File: config.mk
export PLATFORM = sky130hd
export DESIGN_NAME = uart_tx_fifo
export DESIGN_NICKNAME = d
export VERILOG_FILES = /design/src/rtl/uart_tx_fifo.sv
export SDC_FILE = /design/constraint.sdc
export NUM_CORES = 1
export LEC_CHECK = 0
export BUFFER_PORTS_ARGS = -buffer_cell sky130_fd_sc_hd__buf_2
export CAP_MARGIN = 20
export CORE_AREA = 2 2 82 84
export DETAILED_ROUTE_END_ITERATION = 8
export DIE_AREA = 0 0 84 86
export PLACE_DENSITY = 0.76
export SETUP_SLACK_MARGIN = 0.15
export SYNTH_ARGS = -nofsm -noshare
export SYNTH_HDL_FRONTEND = slang
export SYNTH_SLANG_ARGS = --single-unit
export TNS_END_PERCENT = 100
File: constraint.sdc
create_clock -name iCLK_50 -period 2.5 [get_ports iCLK_50]
set_clock_uncertainty 0.1 [all_clocks]
set_input_delay 0.375 -clock iCLK_50 [delete_from_list [all_inputs] [get_ports iCLK_50]]
set_output_delay 0.375 -clock iCLK_50 [all_outputs]
set_load 0.05 [all_outputs]
File: src/rtl/uart_tx_fifo.sv
// uart_tx_fifo: RS232 transmitter with input FIFO and a runtime frame format.
// Words arrive over a valid/ready handshake, are buffered in a small FIFO and
// serialised LSB-first with optional parity and one or two stop bits. Bit
// timing comes from the shared oversampling baud tick (OVERSAMPLE per bit).
//
// Build option: define UART_TX_PARITY_EN to compile in the PARITY state and
// parity generation. Without it iPARITY_MODE is ignored and every frame is
// START, DATA, STOP.
//
// FSM states:
//   state    | meaning
//   ---------+------------------------------------------------------------
//   S_IDLE   | line high; pops the FIFO head and latches the frame format
//   S_START  | start bit, line low for OVERSAMPLE ticks
//   S_DATA   | data bit shift_q[0], DBIT bits, LSB first
//   S_PARITY | parity bit (only with UART_TX_PARITY_EN)
//   S_STOP   | line high for one or two bit periods, then done pulse

module uart_tx_fifo #(
  parameter int DBIT       = 8,
  parameter int OVERSAMPLE = 16,
  parameter int FIFO_DEPTH = 4
) (
  input  logic                          iCLK_50,
  input  logic                          iRST,
  input  logic                          iBAUD_RATE_TICK,
  input  logic [DBIT-1:0]               iDATA,
  input  logic                          iVALID,
  output logic                          oREADY,
  input  logic [1:0]                    iPARITY_MODE,
  input  logic                          iSTOP_BITS,
  output logic                          oTX,
  output logic                          oBUSY,
  output logic                          oTX_DONE,
  output logic [$clog2(FIFO_DEPTH):0]   oFIFO_COUNT
);

  localparam int AW = $clog2(FIFO_DEPTH);
  localparam int CW = AW + 1;
  localparam int TW = $clog2(2 * OVERSAMPLE);
  localparam int IW = $clog2(DBIT);

  localparam logic [CW-1:0] DEPTH_C  = CW'(FIFO_DEPTH);
  localparam logic [IW-1:0] LAST_IDX = IW'(DBIT - 1);
  localparam logic [TW-1:0] LIM1_M1  = TW'(OVERSAMPLE - 1);
  localparam logic [TW-1:0] LIM2_M1  = TW'(2 * OVERSAMPLE - 1);

  typedef enum logic [2:0] {
    S_IDLE   = 3'd0,
    S_START  = 3'd1,
    S_DATA   = 3'd2,
`ifdef UART_TX_PARITY_EN
    S_PARITY = 3'd3,
`endif
    S_STOP   = 3'd4
  } state_t;

  state_t          state_q, state_d;

  logic [DBIT-1:0] mem [FIFO_DEPTH];
  logic [AW-1:0]   wr_ptr_q, rd_ptr_q;
  logic [CW-1:0]   count_q;
  logic            push, pop;

  logic [DBIT-1:0] shift_q, shift_d;
  logic [IW-1:0]   idx_q, idx_d;
  logic [TW-1:0]   tick_cnt_q;
  logic [TW-1:0]   limit_m1;
  logic            tick_end;
  logic            stop2_q;
  logic            tx_d, done_d;

`ifdef UART_TX_PARITY_EN
  logic            par_en_q;
  logic            par_bit_q;
`else
  logic            unused_parity_mode;
  assign unused_parity_mode = ^iPARITY_MODE;
`endif

  // FIFO handshake: ready is decoded from the registered occupancy only,
  // so a push can never land on a full FIFO. Pops happen only from IDLE.
  assign oREADY      = (count_q < DEPTH_C);
  assign push        = iVALID && oREADY;
  assign pop         = (state_q == S_IDLE) && (count_q != '0);
  assign oFIFO_COUNT = count_q;
  assign oBUSY       = (state_q != S_IDLE);

  // Storage array; contents need no reset because the pointers define validity.
  always_ff @(posedge iCLK_50) begin
    if (push) mem[wr_ptr_q] <= iDATA;
  end

  // FIFO pointers and occupancy; a simultaneous push and pop keeps the count.
  always_ff @(posedge iCLK_50 or posedge iRST) begin
    if (iRST) begin
      wr_ptr_q <= '0;
      rd_ptr_q <= '0;
      count_q  <= '0;
    end else begin
      if (push) wr_ptr_q <= wr_ptr_q + AW'(1);
      if (pop)  rd_ptr_q <= rd_ptr_q + AW'(1);
      case ({push, pop})
        2'b10:   count_q <= count_q + CW'(1);
        2'b01:   count_q <= count_q - CW'(1);
        default: count_q <= count_q;
      endcase
    end
  end

  // A bit period ends on the baud tick where the counter reaches limit-1;
  // the second stop bit is folded into one double-length STOP period.
  assign limit_m1 = ((state_q == S_STOP) && stop2_q) ? LIM2_M1 : LIM1_M1;
  assign tick_end = iBAUD_RATE_TICK && (state_q != S_IDLE) &&
                    (tick_cnt_q == limit_m1);

  // Tick counter: advances on baud ticks only, cleared on every state or bit change.
  always_ff @(posedge iCLK_50 or posedge iRST) begin
    if (iRST) begin
      tick_cnt_q <= '0;
    end else if ((state_d != state_q) || tick_end) begin
      tick_cnt_q <= '0;
    end else if (iBAUD_RATE_TICK && (state_q != S_IDLE)) begin
      tick_cnt_q <= tick_cnt_q + TW'(1);
    end
  end

  // State register.
  always_ff @(posedge iCLK_50 or posedge iRST) begin
    if (iRST) state_q <= S_IDLE;
    else      state_q <= state_d;
  end

  // Next-state logic.
  always_comb begin
    state_d = state_q;
    case (state_q)
      S_IDLE: begin
        if (pop) state_d = S_START;
      end
      S_START: begin
        if (tick_end) state_d = S_DATA;
      end
      S_DATA: begin
        if (tick_end && (idx_q == LAST_IDX)) begin
`ifdef UART_TX_PARITY_EN
          state_d = par_en_q ? S_PARITY : S_STOP;
`else
          state_d = S_STOP;
`endif
        end
      end
`ifdef UART_TX_PARITY_EN
      S_PARITY: begin
        if (tick_end) state_d = S_STOP;
      end
`endif
      S_STOP: begin
        if (tick_end) state_d = S_IDLE;
      end
      default: state_d = S_IDLE;
    endcase
  end

  // Shift register and bit index updates for the coming cycle.
  always_comb begin
    shift_d = shift_q;
    idx_d   = idx_q;
    case (state_q)
      S_IDLE: begin
        if (pop) shift_d = mem[rd_ptr_q];
      end
      S_START: begin
        if (tick_end) idx_d = '0;
      end
      S_DATA: begin
        if (tick_end) begin
          shift_d = shift_q >> 1;
          if (idx_q != LAST_IDX) idx_d = idx_q + IW'(1);
        end
      end
      default: ;
    endcase
  end

  // Datapath registers; the frame format is captured only when a word is popped.
  always_ff @(posedge iCLK_50 or posedge iRST) begin
    if (iRST) begin
      shift_q   <= '0;
      idx_q     <= '0;
      stop2_q   <= 1'b0;
`ifdef UART_TX_PARITY_EN
      par_en_q  <= 1'b0;
      par_bit_q <= 1'b0;
`endif
    end else begin
      shift_q <= shift_d;
      idx_q   <= idx_d;
      if (pop) begin
        stop2_q   <= iSTOP_BITS;
`ifdef UART_TX_PARITY_EN
        // Reserved mode 11 behaves like no parity.
        par_en_q  <= (iPARITY_MODE == 2'b01) || (iPARITY_MODE == 2'b10);
        par_bit_q <= (^mem[rd_ptr_q]) ^ (iPARITY_MODE == 2'b10);
`endif
      end
    end
  end

  // Output decode from the next state, so the registered line changes on the
  // same edge that enters each state or bit.
  always_comb begin
    tx_d   = 1'b1;
    done_d = (state_q == S_STOP) && (state_d == S_IDLE);
    case (state_d)
      S_IDLE:   tx_d = 1'b1;
      S_START:  tx_d = 1'b0;
      S_DATA:   tx_d = shift_d[0];
`ifdef UART_TX_PARITY_EN
      S_PARITY: tx_d = par_bit_q;
`endif
      S_STOP:   tx_d = 1'b1;
      default:  tx_d = 1'b1;
    endcase
  end

  // Registered line and done pulse; reset forces the line high at once.
  always_ff @(posedge iCLK_50 or posedge iRST) begin
    if (iRST) begin
      oTX      <= 1'b1;
      oTX_DONE <= 1'b0;
    end else begin
      oTX      <= tx_d;
      oTX_DONE <= done_d;
    end
  end

endmodule

==> impl_metrics.xml, run 1 <==
<?xml version="1.0" encoding="UTF-8"?>
<metrics>
  <group name="routing">
    <metric name="routed_via_density" unit="">5.208</metric>
    <metric name="route.detailed.wl_per_inst" unit="microns">14.57</metric>
    <metric name="drc" unit="">0</metric>
    <metric name="detail_route.first_pass.iterations" unit="">4</metric>
    <metric name="drt_wl_total" unit="mm">4.268</metric>
    <metric name="initialDrtViolationCount" unit="">71</metric>
    <metric name="via_count" unit="">1526</metric>
    <metric name="final_antenna_net_count" unit="">0</metric>
  </group>
  <group name="layout">
    <metric name="final_cell_count_no_fill" unit="">293</metric>
    <metric name="postLayoutCellArea" unit="sq mm">0.003151</metric>
    <metric name="layout-drive-gt1-share" unit="%">31.48</metric>
    <metric name="antenna-diode-count" unit="">0</metric>
    <metric name="num-nets-final" unit="">235</metric>
    <metric name="area_delta_synth_final" unit="%">14.09</metric>
    <metric name="utilization_of_the_core_after_routing" unit="%">50.19</metric>
  </group>
  <group name="yosys">
    <metric name="ys_ff_latch" unit="">61</metric>
    <metric name="yosysUniqueCellTypes" unit="">50</metric>
    <metric name="synth_top_cells_by_count" unit="">edfxtp_1, dfrtp_1, and2_1, nand2_1, nor2_1</metric>
    <metric name="synth-seq-area-share" unit="%">61.12</metric>
    <metric name="synth_cells" unit="">181</metric>
    <metric name="avg_inst_size_synth" unit="sq um">15.26</metric>
    <metric name="post-synth-top-area-fraction" unit="%">34.80</metric>
    <metric name="syn_area" unit="sq mm">0.002761</metric>
    <metric name="synthesis.yosys.warnings" unit="">0</metric>
    <metric name="number_of_flops_mapped_to_enable_cells_by_yosys" unit="">32</metric>
    <metric name="dominant_cell_by_count_in_the_synthesized_netlist" unit="">edfxtp_1</metric>
    <metric name="share_of_async_settable_or_async_resettable_flops_after_synthesis" unit="%">47.54</metric>
    <metric name="yosys.area.top_type" unit="">edfxtp_1</metric>
    <metric name="ys_top_cells_by_area" unit="">edfxtp_1, dfrtp_1, mux4_2</metric>
    <metric name="syn-num-nets" unit="">205</metric>
    <metric name="yosys_most_used_dff" unit="">edfxtp_1</metric>
  </group>
  <group name="global_route">
    <metric name="grt_start_max_net_pins" unit="">17</metric>
    <metric name="gr-usage-all-layers" unit="%">13.83</metric>
    <metric name="antenna_found_initial" unit="">0</metric>
    <metric name="via_count_of_the_first_global_routing_pass" unit="">1548</metric>
    <metric name="grt_first_pass_wirelength" unit="mm">7.541</metric>
    <metric name="grt.overflow.total" unit="">0</metric>
  </group>
  <group name="sta">
    <metric name="hold-worst-slack" unit="ps">129.2</metric>
    <metric name="timing.final.setup_violations" unit="">0</metric>
    <metric name="maxSlewHeadroom" unit="%">65.31</metric>
    <metric name="min_period" unit="ps">2233</metric>
    <metric name="rsz0062_at_grt" unit="">false</metric>
    <metric name="slew_violations" unit="">0</metric>
    <metric name="fin_crit_sh" unit="%">89.30</metric>
    <metric name="hold_violations" unit="">0</metric>
    <metric name="max_slew.worst_pin.slew" unit="ps">519.7</metric>
    <metric name="maxClockFrequency" unit="MHz">447.9</metric>
    <metric name="setup_total_negative_slack" unit="ps">0</metric>
  </group>
  <group name="pwr">
    <metric name="cellLeakagePower" unit="nW">1.224</metric>
    <metric name="vdd.ir_drop.worst" unit="V">0.0005284</metric>
    <metric name="power_density" unit="mW/mm^2">1083</metric>
  </group>
  <group name="worst_setup_path">
    <metric name="path_cells" unit="">or3_4, a31o_4, clkinv_4, ha_4, inv_2, fa_2, xor2_1, nor2_1, xnor2_1</metric>
    <metric name="worstSetupEndpointType" unit="">flop</metric>
    <metric name="worst_path_max_delay_cell" unit="">dfrtp_1</metric>
    <metric name="critPathBufInv" unit="">2</metric>
    <metric name="worst_ep_required_time" unit="ps">2660</metric>
    <metric name="crit_arrival" unit="ps">2390</metric>
    <metric name="worstPathMaxFanout" unit="">13</metric>
    <metric name="slowest_delay" unit="ps">390</metric>
    <metric name="setup.worst_path.start_class" unit="">flop</metric>
    <metric name="path_class" unit="">flop to flop</metric>
    <metric name="cp_top_family" unit="">simple AND/OR/NAND/NOR gates</metric>
  </group>
  <group name="floorplanning">
    <metric name="core-area" unit="sq mm">0.006277</metric>
    <metric name="pin_count" unit="">22</metric>
    <metric name="floorplan.die.height" unit="microns">86</metric>
    <metric name="die_width" unit="microns">84</metric>
    <metric name="fp.dieArea" unit="sq mm">0.007224</metric>
    <metric name="number_of_standard_cell_rows_in_the_floorplan" unit="">29</metric>
    <metric name="initial_core_utilization" unit="%">43.99</metric>
  </group>
  <group name="status">
    <metric name="status" unit="">finished, final reports clean</metric>
  </group>
  <group name="clocking">
    <metric name="post_cts_resize_count" unit="">0</metric>
    <metric name="cts_made_buffers" unit="">9</metric>
    <metric name="sinks_on_the_clock_net" unit="">61</metric>
    <metric name="tritoncts" unit="">done</metric>
    <metric name="clk_transition_reported_paths" unit="ps">70</metric>
    <metric name="cts_max_level" unit="">3</metric>
    <metric name="cts_buffer_depth" unit="">2</metric>
    <metric name="clk_latency" unit="ps">340</metric>
    <metric name="cts_root_buffer" unit="">clkbuf_8</metric>
  </group>
  <group name="placement">
    <metric name="placed_cells_incl_taps" unit="">276</metric>
    <metric name="post-dp-hpwl" unit="mm">2.999</metric>
    <metric name="portBuffers" unit="">19</metric>
    <metric name="gpl.final_weighted_congestion" unit="">0.7639</metric>
    <metric name="detailed_place.area" unit="sq mm">0.002964</metric>
  </group>
  <group name="hold_path">
    <metric name="timing.hold.worst.class" unit="">input pin to flop</metric>
  </group>
  <group name="run">
    <metric name="drv.max_cap_violation_count" unit="">0</metric>
  </group>
</metrics>
## layer usage
| metal | part of all wire [%] | wire [microns] | GRT usage [%] | vias to the layer above |
|---|---|---|---|---|
| li1 | - | - | - | 736 |
| met1 | 45 | 1928 | 17.41 | 749 |
| met2 | 49 | 2089 | 20.87 | 34 |
| met3 | 3.7 | 158 | 5.486 | 7 |
| met4 | 2.1 | 91 | 7.038 | 0 |
| met5 | 0 | 0 | 0 | - |
## report_power, final
part           internal [mW]  switching, mW  total [mW]
logic                  0.516          0.630        1.15
clock network          0.365          0.401       0.766
registers               1.33          0.172        1.50
total                   2.21           1.20        3.41
## placed cells by master (no fill, tap or decap), drive strengths merged, types with 2 or more instances in the layout
cell type | Yosys | layout
edfxtp | 32 | 32
clkinvlp | 0 | 4
nor2 | 11 | 11
dfrtp | 28 | 28
mux4 | 8 | 8
nand2 | 12 | 12
xnor2 | 8 | 8
ha | 8 | 8
nor2b | 2 | 2
o21ai | 3 | 3
nand4 | 2 | 2
xor2 | 4 | 4
and2 | 12 | 12
clkinv | 1 | 3
inv | 8 | 8
a22o | 2 | 2
clkbuf | 1 | 10
buf | 6 | 25
a221o | 7 | 7
## final cells by class
type / instances / area [sq um]
fill: 536 / 3127
sequential: 61 / 1689
multi-input combinational: 104 / 996.0
timing repair buffer: 26 / 150.1
clock buffer: 10 / 127.6
tap: 77 / 96.34
clock inverter: 6 / 48.80
inverter: 9 / 42.54
## path summary, 6_finish.rpt
| path | slack (ps) | endpoint | from | cells after the start |
|---|---|---|---|---|
| max | 270 | oFIFO_COUNT[2] | state_q[2] | 9 |
| min | 130 | stop2_q | iSTOP_BITS | 3 |
| max reg2reg | 270 | oFIFO_COUNT[2] | state_q[2] | 9 |
| min reg2reg | 390 | stop2_q | stop2_q | 2 |
| max in group asynchronous | 1180 | idx_q[0] | iRST | 4 |
| min in group asynchronous | 520 | oFIFO_COUNT[1] | iRST | 3 |
## sequential cells by signal (all words and copies together) (netlist names)
signal	count
mem	32
rd_ptr_q	2
shift_q	8
oFIFO_COUNT	3
state_q	3
tick_cnt_q	5
oTX	1
oTX_DONE	1
wr_ptr_q	2
idx_q	3
stop2_q	1
## cells by family after synthesis
logic type               Yosys count  synth area share, %
flip-flops                        61                61.12
AND/OR/NAND/NOR                   49                10.19
multiplexers                      10                7.295
adder cells (fa/ha/maj)            9                4.350
XOR/XNOR                          12                5.166
buffers and inverters             16                3.353
AO/OA/AOI/OAI                     24                8.519
## per-stage QoR
step,power [mW],setup slack (ps)
6_report,3.411,267.5
5_1_grt,3.651,174.2
4_1_cts,3.463,250.6
3_5_place_dp,2.679,286.0
3_3_place_gp,2.642,308.3
2_1_floorplan,2.437,49.00
## tightest hold or removal path: cells and delay by family
kind	cells	cell delay (ps)
AND/OR/NAND/NOR	2	80
buffers and inverters	1	80
## timing repair
| action | in CTS | in global routing |
|---|---|---|
| buffers inserted | 0 | 0 |
| hold endpoints to repair | 12 | 0 |
| hold buffers | 1 | 0 |
Note: power is estimated with default switching activity, not from simulation.
==> run 2: changes to the inputs <==
CORE_AREA = 2 2 78 88   (was 2 2 82 84)
DIE_AREA = 0 0 80 90   (was 0 0 84 86)
SLEW_MARGIN = 20   (was unset)
==> impl_metrics.xml, run 2 (synthesis gave the netlist of run 1 again) <==
<?xml version="1.0" encoding="UTF-8"?>
<metrics>
  <group name="status">
    <metric name="status" unit="">finished, final reports clean</metric>
  </group>
  <group name="sta">
    <metric name="maxSlewHeadroom" unit="%">61.36</metric>
    <metric name="min_period" unit="ps">2212</metric>
    <metric name="maxClockFrequency" unit="MHz">452.0</metric>
    <metric name="hold_violations" unit="">0</metric>
    <metric name="setup_slack" unit="ps">287.7</metric>
    <metric name="timing.final.setup_violations" unit="">0</metric>
    <metric name="slew_violations" unit="">0</metric>
    <metric name="fin_crit_sh" unit="%">88.49</metric>
    <metric name="max_slew.worst_pin.slew" unit="ps">579.5</metric>
    <metric name="rsz0062_at_grt" unit="">false</metric>
    <metric name="setup_total_negative_slack" unit="ps">0</metric>
  </group>
  <group name="global_route">
    <metric name="grt.overflow.total" unit="">0</metric>
    <metric name="grt_first_pass_wirelength" unit="mm">7.872</metric>
    <metric name="antenna_found_initial" unit="">0</metric>
    <metric name="gr-usage-all-layers" unit="%">14.79</metric>
    <metric name="grt_start_max_net_pins" unit="">30</metric>
    <metric name="via_count_of_the_first_global_routing_pass" unit="">1628</metric>
  </group>
  <group name="layout">
    <metric name="utilization_of_the_core_after_routing" unit="%">50.41</metric>
    <metric name="num-nets-final" unit="">235</metric>
    <metric name="final_cell_count_no_fill" unit="">298</metric>
    <metric name="filler_instances" unit="">549</metric>
    <metric name="layout-drive-gt1-share" unit="%">31.94</metric>
    <metric name="mostFrequentLayoutCells" unit="">edfxtp_1, dfrtp_1, buf_2, nand2_1, and2_1</metric>
    <metric name="mostFrequentLayoutCell" unit="">edfxtp_1</metric>
    <metric name="largest_registers" unit="">mem: 32 flops, shift_q: 8 flops, tick_cnt_q: 5 flops</metric>
    <metric name="area_delta_synth_final" unit="%">16.13</metric>
    <metric name="antenna-diode-count" unit="">0</metric>
    <metric name="largest_register_ff_count" unit="">32</metric>
    <metric name="largest_register" unit="">mem</metric>
  </group>
  <group name="placement">
    <metric name="post-dp-hpwl" unit="mm">3.011</metric>
    <metric name="portBuffers" unit="">19</metric>
    <metric name="gpl.final_weighted_congestion" unit="">0.7609</metric>
    <metric name="placed_cells_incl_taps" unit="">281</metric>
    <metric name="pre_cts_setup_slack" unit="ps">292.1</metric>
  </group>
  <group name="worst_setup_path">
    <metric name="regToRegEndpoint" unit="">oFIFO_COUNT[2]</metric>
    <metric name="internal_reg_to_reg_setup_slack" unit="ps">290</metric>
    <metric name="path_class" unit="">flop to flop</metric>
    <metric name="rr_startpoint" unit="">state_q[2]</metric>
    <metric name="worst_path_max_delay_cell" unit="">or3_4</metric>
    <metric name="path_cells" unit="">or3_4, a31o_4, clkinv_4, ha_4, inv_2, fa_2, xor2_1, nor2_1, xnor2_1</metric>
    <metric name="slowest_delay" unit="ps">390</metric>
    <metric name="worstSetupEndpointType" unit="">flop</metric>
    <metric name="setup.worst_path.start_class" unit="">flop</metric>
    <metric name="worstPathMaxFanout" unit="">13</metric>
    <metric name="worst_ep_required_time" unit="ps">2680</metric>
    <metric name="r2r_cells" unit="">9</metric>
    <metric name="crit_arrival" unit="ps">2390</metric>
  </group>
  <group name="clocking">
    <metric name="cts_buffer_depth" unit="">2</metric>
    <metric name="clk_transition_reported_paths" unit="ps">80</metric>
    <metric name="cts_root_buffer" unit="">clkbuf_8</metric>
    <metric name="clk_latency" unit="ps">350</metric>
    <metric name="post_cts_resize_count" unit="">0</metric>
    <metric name="tritoncts" unit="">done</metric>
    <metric name="sinks_on_the_clock_net" unit="">61</metric>
    <metric name="cts_made_buffers" unit="">9</metric>
    <metric name="cts_max_level" unit="">3</metric>
  </group>
  <group name="floorplanning">
    <metric name="initial_core_utilization" unit="%">43.41</metric>
    <metric name="core-area" unit="sq mm">0.006361</metric>
    <metric name="fp.dieArea" unit="sq mm">0.007200</metric>
    <metric name="die_width" unit="microns">80</metric>
    <metric name="number_of_standard_cell_rows_in_the_floorplan" unit="">31</metric>
    <metric name="pin_count" unit="">22</metric>
    <metric name="floorplan.die.height" unit="microns">90</metric>
  </group>
  <group name="run">
    <metric name="drv.max_cap_violation_count" unit="">0</metric>
  </group>
  <group name="hold_path">
    <metric name="hold_path_depth" unit="">3</metric>
    <metric name="whs_endpoint" unit="">stop2_q</metric>
    <metric name="min_from" unit="">iSTOP_BITS</metric>
    <metric name="timing.hold.worst.class" unit="">input pin to flop</metric>
  </group>
  <group name="pwr">
    <metric name="power" unit="mW">3.670</metric>
    <metric name="cellLeakagePower" unit="nW">1.256</metric>
    <metric name="power_density" unit="mW/mm^2">1144</metric>
    <metric name="vdd.ir_drop.worst" unit="V">0.0006163</metric>
  </group>
  <group name="routing">
    <metric name="routed_via_density" unit="">5.101</metric>
    <metric name="initialDrtViolationCount" unit="">125</metric>
    <metric name="drc" unit="">0</metric>
    <metric name="drt_wl_total" unit="mm">4.632</metric>
    <metric name="final_antenna_net_count" unit="">0</metric>
    <metric name="detail_route.first_pass.iterations" unit="">4</metric>
    <metric name="route.detailed.wl_per_inst" unit="microns">15.54</metric>
    <metric name="via_count" unit="">1520</metric>
  </group>
</metrics>
==> run 2: changes by cell type in the layout (fill, tap and decap cells not counted) <==
cell / previous run / this run
bufinv_16: 0 / 2
clkbuf_1: 1 / 0
clkinv_4: 3 / 1
clkinvlp_4: 4 / 2
inv_6: 1 / 4
==> run 2: metal layers <==
metal	track usage, %	up-vias	share of wire [%]
met5	0	-	0
met4	9.181	0	2.9
met3	3.916	9	2.9
met2	22.85	24	51
met1	18.24	755	43
li1	-	732	-
==> run 2: per-stage QoR <==
step	cell area [sq um]	hold WS, ps
3_5_place_dp	2970	364.5
4_1_cts	3207	116.8
6_report	3207	117.8
2_1_floorplan	2785	346.4
3_3_place_gp	2970	358.4
5_1_grt	3207	125.4
==> run 2: worst max-delay path, delay by kind of cell (launching register included) <==
family | cells | cell delay, ps
simple gates | 2 | 520
flops | 1 | 380
xor+xnor | 2 | 270
compound gates | 1 | 250
fa+ha+maj | 2 | 470
buf+inv | 2 | 140
==> run 2: repair_timing <==
item,4_1_cts,5_1_grt
hold buffers,1,0
hold endpoints to repair,27,0
setup buffers,0,0
==> run 2: final cells by class <==
type	instances	area (sq um)	area share, %
repair buffers	26	150.1	4.682
inverters	9	42.54	1.327
clock buffers	9	123.9	3.863
flip-flops and latches	61	1689	52.67
multi-input cells	104	996.0	31.06
well taps	82	102.6	3.199
clock inverters	7	102.6	3.199
==> run 2: worst max-delay path by stage <==
stage / from / endpoint / slack (ps)
finish: state_q[2] / oFIFO_COUNT[2] / 290
global placement: state_q[2] / oFIFO_COUNT[2] / 310
CTS: state_q[2] / oFIFO_COUNT[2] / 270
global route: state_q[2] / oFIFO_COUNT[2] / 160
detailed placement: state_q[2] / oFIFO_COUNT[2] / 290
floorplan: oFIFO_COUNT[2] / oFIFO_COUNT[2] / 50
==> run 2: report_power, final <==
group	internal, mW	leakage, nW	total [mW]	switching [mW]
Sequential	1.33	0.651	1.55	0.226
Clock	0.574	0.111	1.00	0.429
Combinational	0.514	0.494	1.11	0.600
==> run 3: changes to the inputs <==
--- a/config.mk
+++ b/config.mk
@@ -13,3 +13,3 @@
 export PLACE_DENSITY = 0.76
-export SETUP_SLACK_MARGIN = 0.15
+export SETUP_SLACK_MARGIN = 0.3
 export SLEW_MARGIN = 20
==> constraint.sdc (replaced) <==
create_clock -name iCLK_50 -period 2.5 [get_ports iCLK_50]
set_clock_uncertainty 0.1 [all_clocks]
set_input_delay 0.125 -clock iCLK_50 [delete_from_list [all_inputs] [get_ports iCLK_50]]
set_output_delay 0.125 -clock iCLK_50 [all_outputs]
set_load 0.05 [all_outputs]
==> impl_metrics.xml, run 3 (synthesis gave the netlist of run 1 again) <==
<?xml version="1.0" encoding="UTF-8"?>
<metrics>
  <group name="global_route">
    <metric name="grt_first_pass_wirelength" unit="mm">7.686</metric>
    <metric name="via_count_of_the_first_global_routing_pass" unit="">1612</metric>
    <metric name="antenna_found_initial" unit="">0</metric>
    <metric name="grt_start_max_net_pins" unit="">19</metric>
    <metric name="gr-usage-all-layers" unit="%">14.31</metric>
    <metric name="grt.overflow.total" unit="">0</metric>
  </group>
  <group name="layout">
    <metric name="num-nets-final" unit="">246</metric>
    <metric name="largest_register_ff_count" unit="">32</metric>
    <metric name="mostFrequentLayoutCells" unit="">edfxtp_1, dfrtp_1, buf_2, nand2_1, and2_1</metric>
    <metric name="largest_register" unit="">mem</metric>
    <metric name="largest_registers" unit="">mem: 32 flops, shift_q: 8 flops, tick_cnt_q: 5 flops</metric>
    <metric name="mostFrequentLayoutCell" unit="">edfxtp_1</metric>
    <metric name="postLayoutCellArea" unit="sq mm">0.003268</metric>
    <metric name="antenna-diode-count" unit="">0</metric>
    <metric name="layout-drive-gt1-share" unit="%">31.28</metric>
    <metric name="area_delta_synth_final" unit="%">18.35</metric>
  </group>
  <group name="sta">
    <metric name="fin_crit_sh" unit="%">83.86</metric>
    <metric name="timing.final.setup_violations" unit="">0</metric>
    <metric name="max_slew.worst_pin.slew" unit="ps">491.6</metric>
    <metric name="min_period" unit="ps">2096</metric>
    <metric name="maxSlewHeadroom" unit="%">67.05</metric>
    <metric name="maxClockFrequency" unit="MHz">477.0</metric>
    <metric name="rsz0062_at_grt" unit="">false</metric>
    <metric name="hold-worst-slack" unit="ps">106.6</metric>
    <metric name="slew_violations" unit="">0</metric>
    <metric name="setup_total_negative_slack" unit="ps">0</metric>
    <metric name="setup_slack" unit="ps">403.6</metric>
    <metric name="hold_violations" unit="">0</metric>
  </group>
  <group name="routing">
    <metric name="drc" unit="">0</metric>
    <metric name="route.detailed.wl_per_inst" unit="microns">14.74</metric>
    <metric name="via_count" unit="">1589</metric>
    <metric name="routed_via_density" unit="">5.142</metric>
    <metric name="initialDrtViolationCount" unit="">115</metric>
    <metric name="detail_route.first_pass.iterations" unit="">4</metric>
    <metric name="final_antenna_net_count" unit="">0</metric>
    <metric name="drt_wl_total" unit="mm">4.555</metric>
  </group>
  <group name="floorplanning">
    <metric name="floorplan.die.height" unit="microns">90</metric>
    <metric name="pin_count" unit="">22</metric>
    <metric name="number_of_standard_cell_rows_in_the_floorplan" unit="">31</metric>
    <metric name="core-area" unit="sq mm">0.006361</metric>
    <metric name="die_width" unit="microns">80</metric>
    <metric name="initial_core_utilization" unit="%">43.41</metric>
    <metric name="fp.dieArea" unit="sq mm">0.007200</metric>
  </group>
  <group name="pwr">
    <metric name="cellLeakagePower" unit="nW">1.281</metric>
    <metric name="vdd.ir_drop.worst" unit="V">0.0008211</metric>
    <metric name="power" unit="mW">3.459</metric>
    <metric name="power_density" unit="mW/mm^2">1058</metric>
  </group>
  <group name="placement">
    <metric name="detailed_place.area" unit="sq mm">0.002970</metric>
    <metric name="gpl.final_weighted_congestion" unit="">0.7508</metric>
    <metric name="pre_cts_setup_slack" unit="ps">305.1</metric>
    <metric name="portBuffers" unit="">19</metric>
    <metric name="post-dp-hpwl" unit="mm">3.044</metric>
  </group>
  <group name="clocking">
    <metric name="clk_latency" unit="ps">350</metric>
    <metric name="tritoncts" unit="">done</metric>
    <metric name="cts_buffer_depth" unit="">2</metric>
    <metric name="sinks_on_the_clock_net" unit="">61</metric>
    <metric name="clk_transition_reported_paths" unit="ps">70</metric>
    <metric name="cts_max_level" unit="">3</metric>
    <metric name="cts_root_buffer" unit="">clkbuf_8</metric>
    <metric name="cts_made_buffers" unit="">9</metric>
  </group>
  <group name="worst_setup_path">
    <metric name="crit_arrival" unit="ps">2260</metric>
    <metric name="cp_top_family" unit="">simple AND/OR/NAND/NOR gates</metric>
    <metric name="worstPathMaxFanout" unit="">3</metric>
    <metric name="worst_ep_required_time" unit="ps">2660</metric>
    <metric name="setup.worst_path.start_class" unit="">flop</metric>
    <metric name="path_class" unit="">flop to flop</metric>
    <metric name="critPathBufInv" unit="">2</metric>
    <metric name="path_cells" unit="">or3_4, a31o_4, clkinv_8, ha_4, inv_2, fa_2, xor2_1, nor2_1, xnor2_1</metric>
    <metric name="worst_path_max_delay_cell" unit="">or3_4</metric>
    <metric name="rr_startpoint" unit="">state_q[2]</metric>
    <metric name="r2r_cells" unit="">9</metric>
    <metric name="internal_reg_to_reg_setup_slack" unit="ps">400</metric>
    <metric name="worstSetupEndpointType" unit="">flop</metric>
    <metric name="regToRegEndpoint" unit="">oFIFO_COUNT[2]</metric>
    <metric name="slowest_delay" unit="ps">390</metric>
  </group>
  <group name="hold_path">
    <metric name="whs_endpoint" unit="">tick_cnt_q[0]</metric>
    <metric name="hold_path_depth" unit="">4</metric>
    <metric name="min_from" unit="">iBAUD_RATE_TICK</metric>
    <metric name="timing.hold.worst.class" unit="">input pin to flop</metric>
  </group>
  <group name="status">
    <metric name="status" unit="">finished, final reports clean</metric>
  </group>
  <group name="run">
    <metric name="drv.max_cap_violation_count" unit="">0</metric>
  </group>
</metrics>
-- run 3: worst max path at each step --
stage                         from              to  slack [ps]  cells past startpoint
finish                  state_q[2]  oFIFO_COUNT[2]         400                      9
global route            state_q[2]  oFIFO_COUNT[2]         330                      9
CTS                     state_q[2]  oFIFO_COUNT[2]         310                      9
detailed placement      state_q[2]  oFIFO_COUNT[2]         310                      9
global placement        state_q[2]  oFIFO_COUNT[2]         320                      9
floorplan           oFIFO_COUNT[2]  oFIFO_COUNT[2]          50                     10
-- run 3: timing repair --
item	CTS	global route
hold endpoints to repair	43	0
resized for setup	1	0
hold buffers	10	0
setup buffers	0	2
setup endpoints to repair	1	1
pin swaps	0	1
-- run 3: final cells by class --
class	count	area (sq um)
repair buffers	37	255.2
clock inverters	7	51.30
multi-input cells	104	996.0
flip-flops and latches	61	1689
fillers	550	3093
well taps	82	102.6
clock buffers	9	123.9
inverters	9	50.05
-- run 3: tightest hold or removal path: cells and delay by family --
family                 cells  cell delay [ps]
buffers and inverters      1              110
AND/OR/NAND/NOR            1               40
AO/OA/AOI/OAI              1              130
XOR/XNOR                   1              130
-- run 3: routing by layer --
layer | GRT usage, % | vias to the layer above | wire, microns
li1 | - | 750 | -
met1 | 18.41 | 798 | 1921
met2 | 21.18 | 33 | 2310
met3 | 4.618 | 8 | 217
met4 | 8.051 | 0 | 106
met5 | 0 | - | 0
-- run 3: through the flow --
step	cells	util (%)
after detailed placement	281	46.70
after global routing	309	51.38
after global placement	281	46.70
after floorplan	181	-
final	309	51.38
after CTS	307	51.14
-- run 3: where the power goes --
group          internal [mW]  switching (mW)  total, mW
Combinational          0.542           0.643       1.19
Sequential              1.33           0.180       1.51
Clock                  0.361           0.406      0.767
Total                   2.23            1.23       3.46
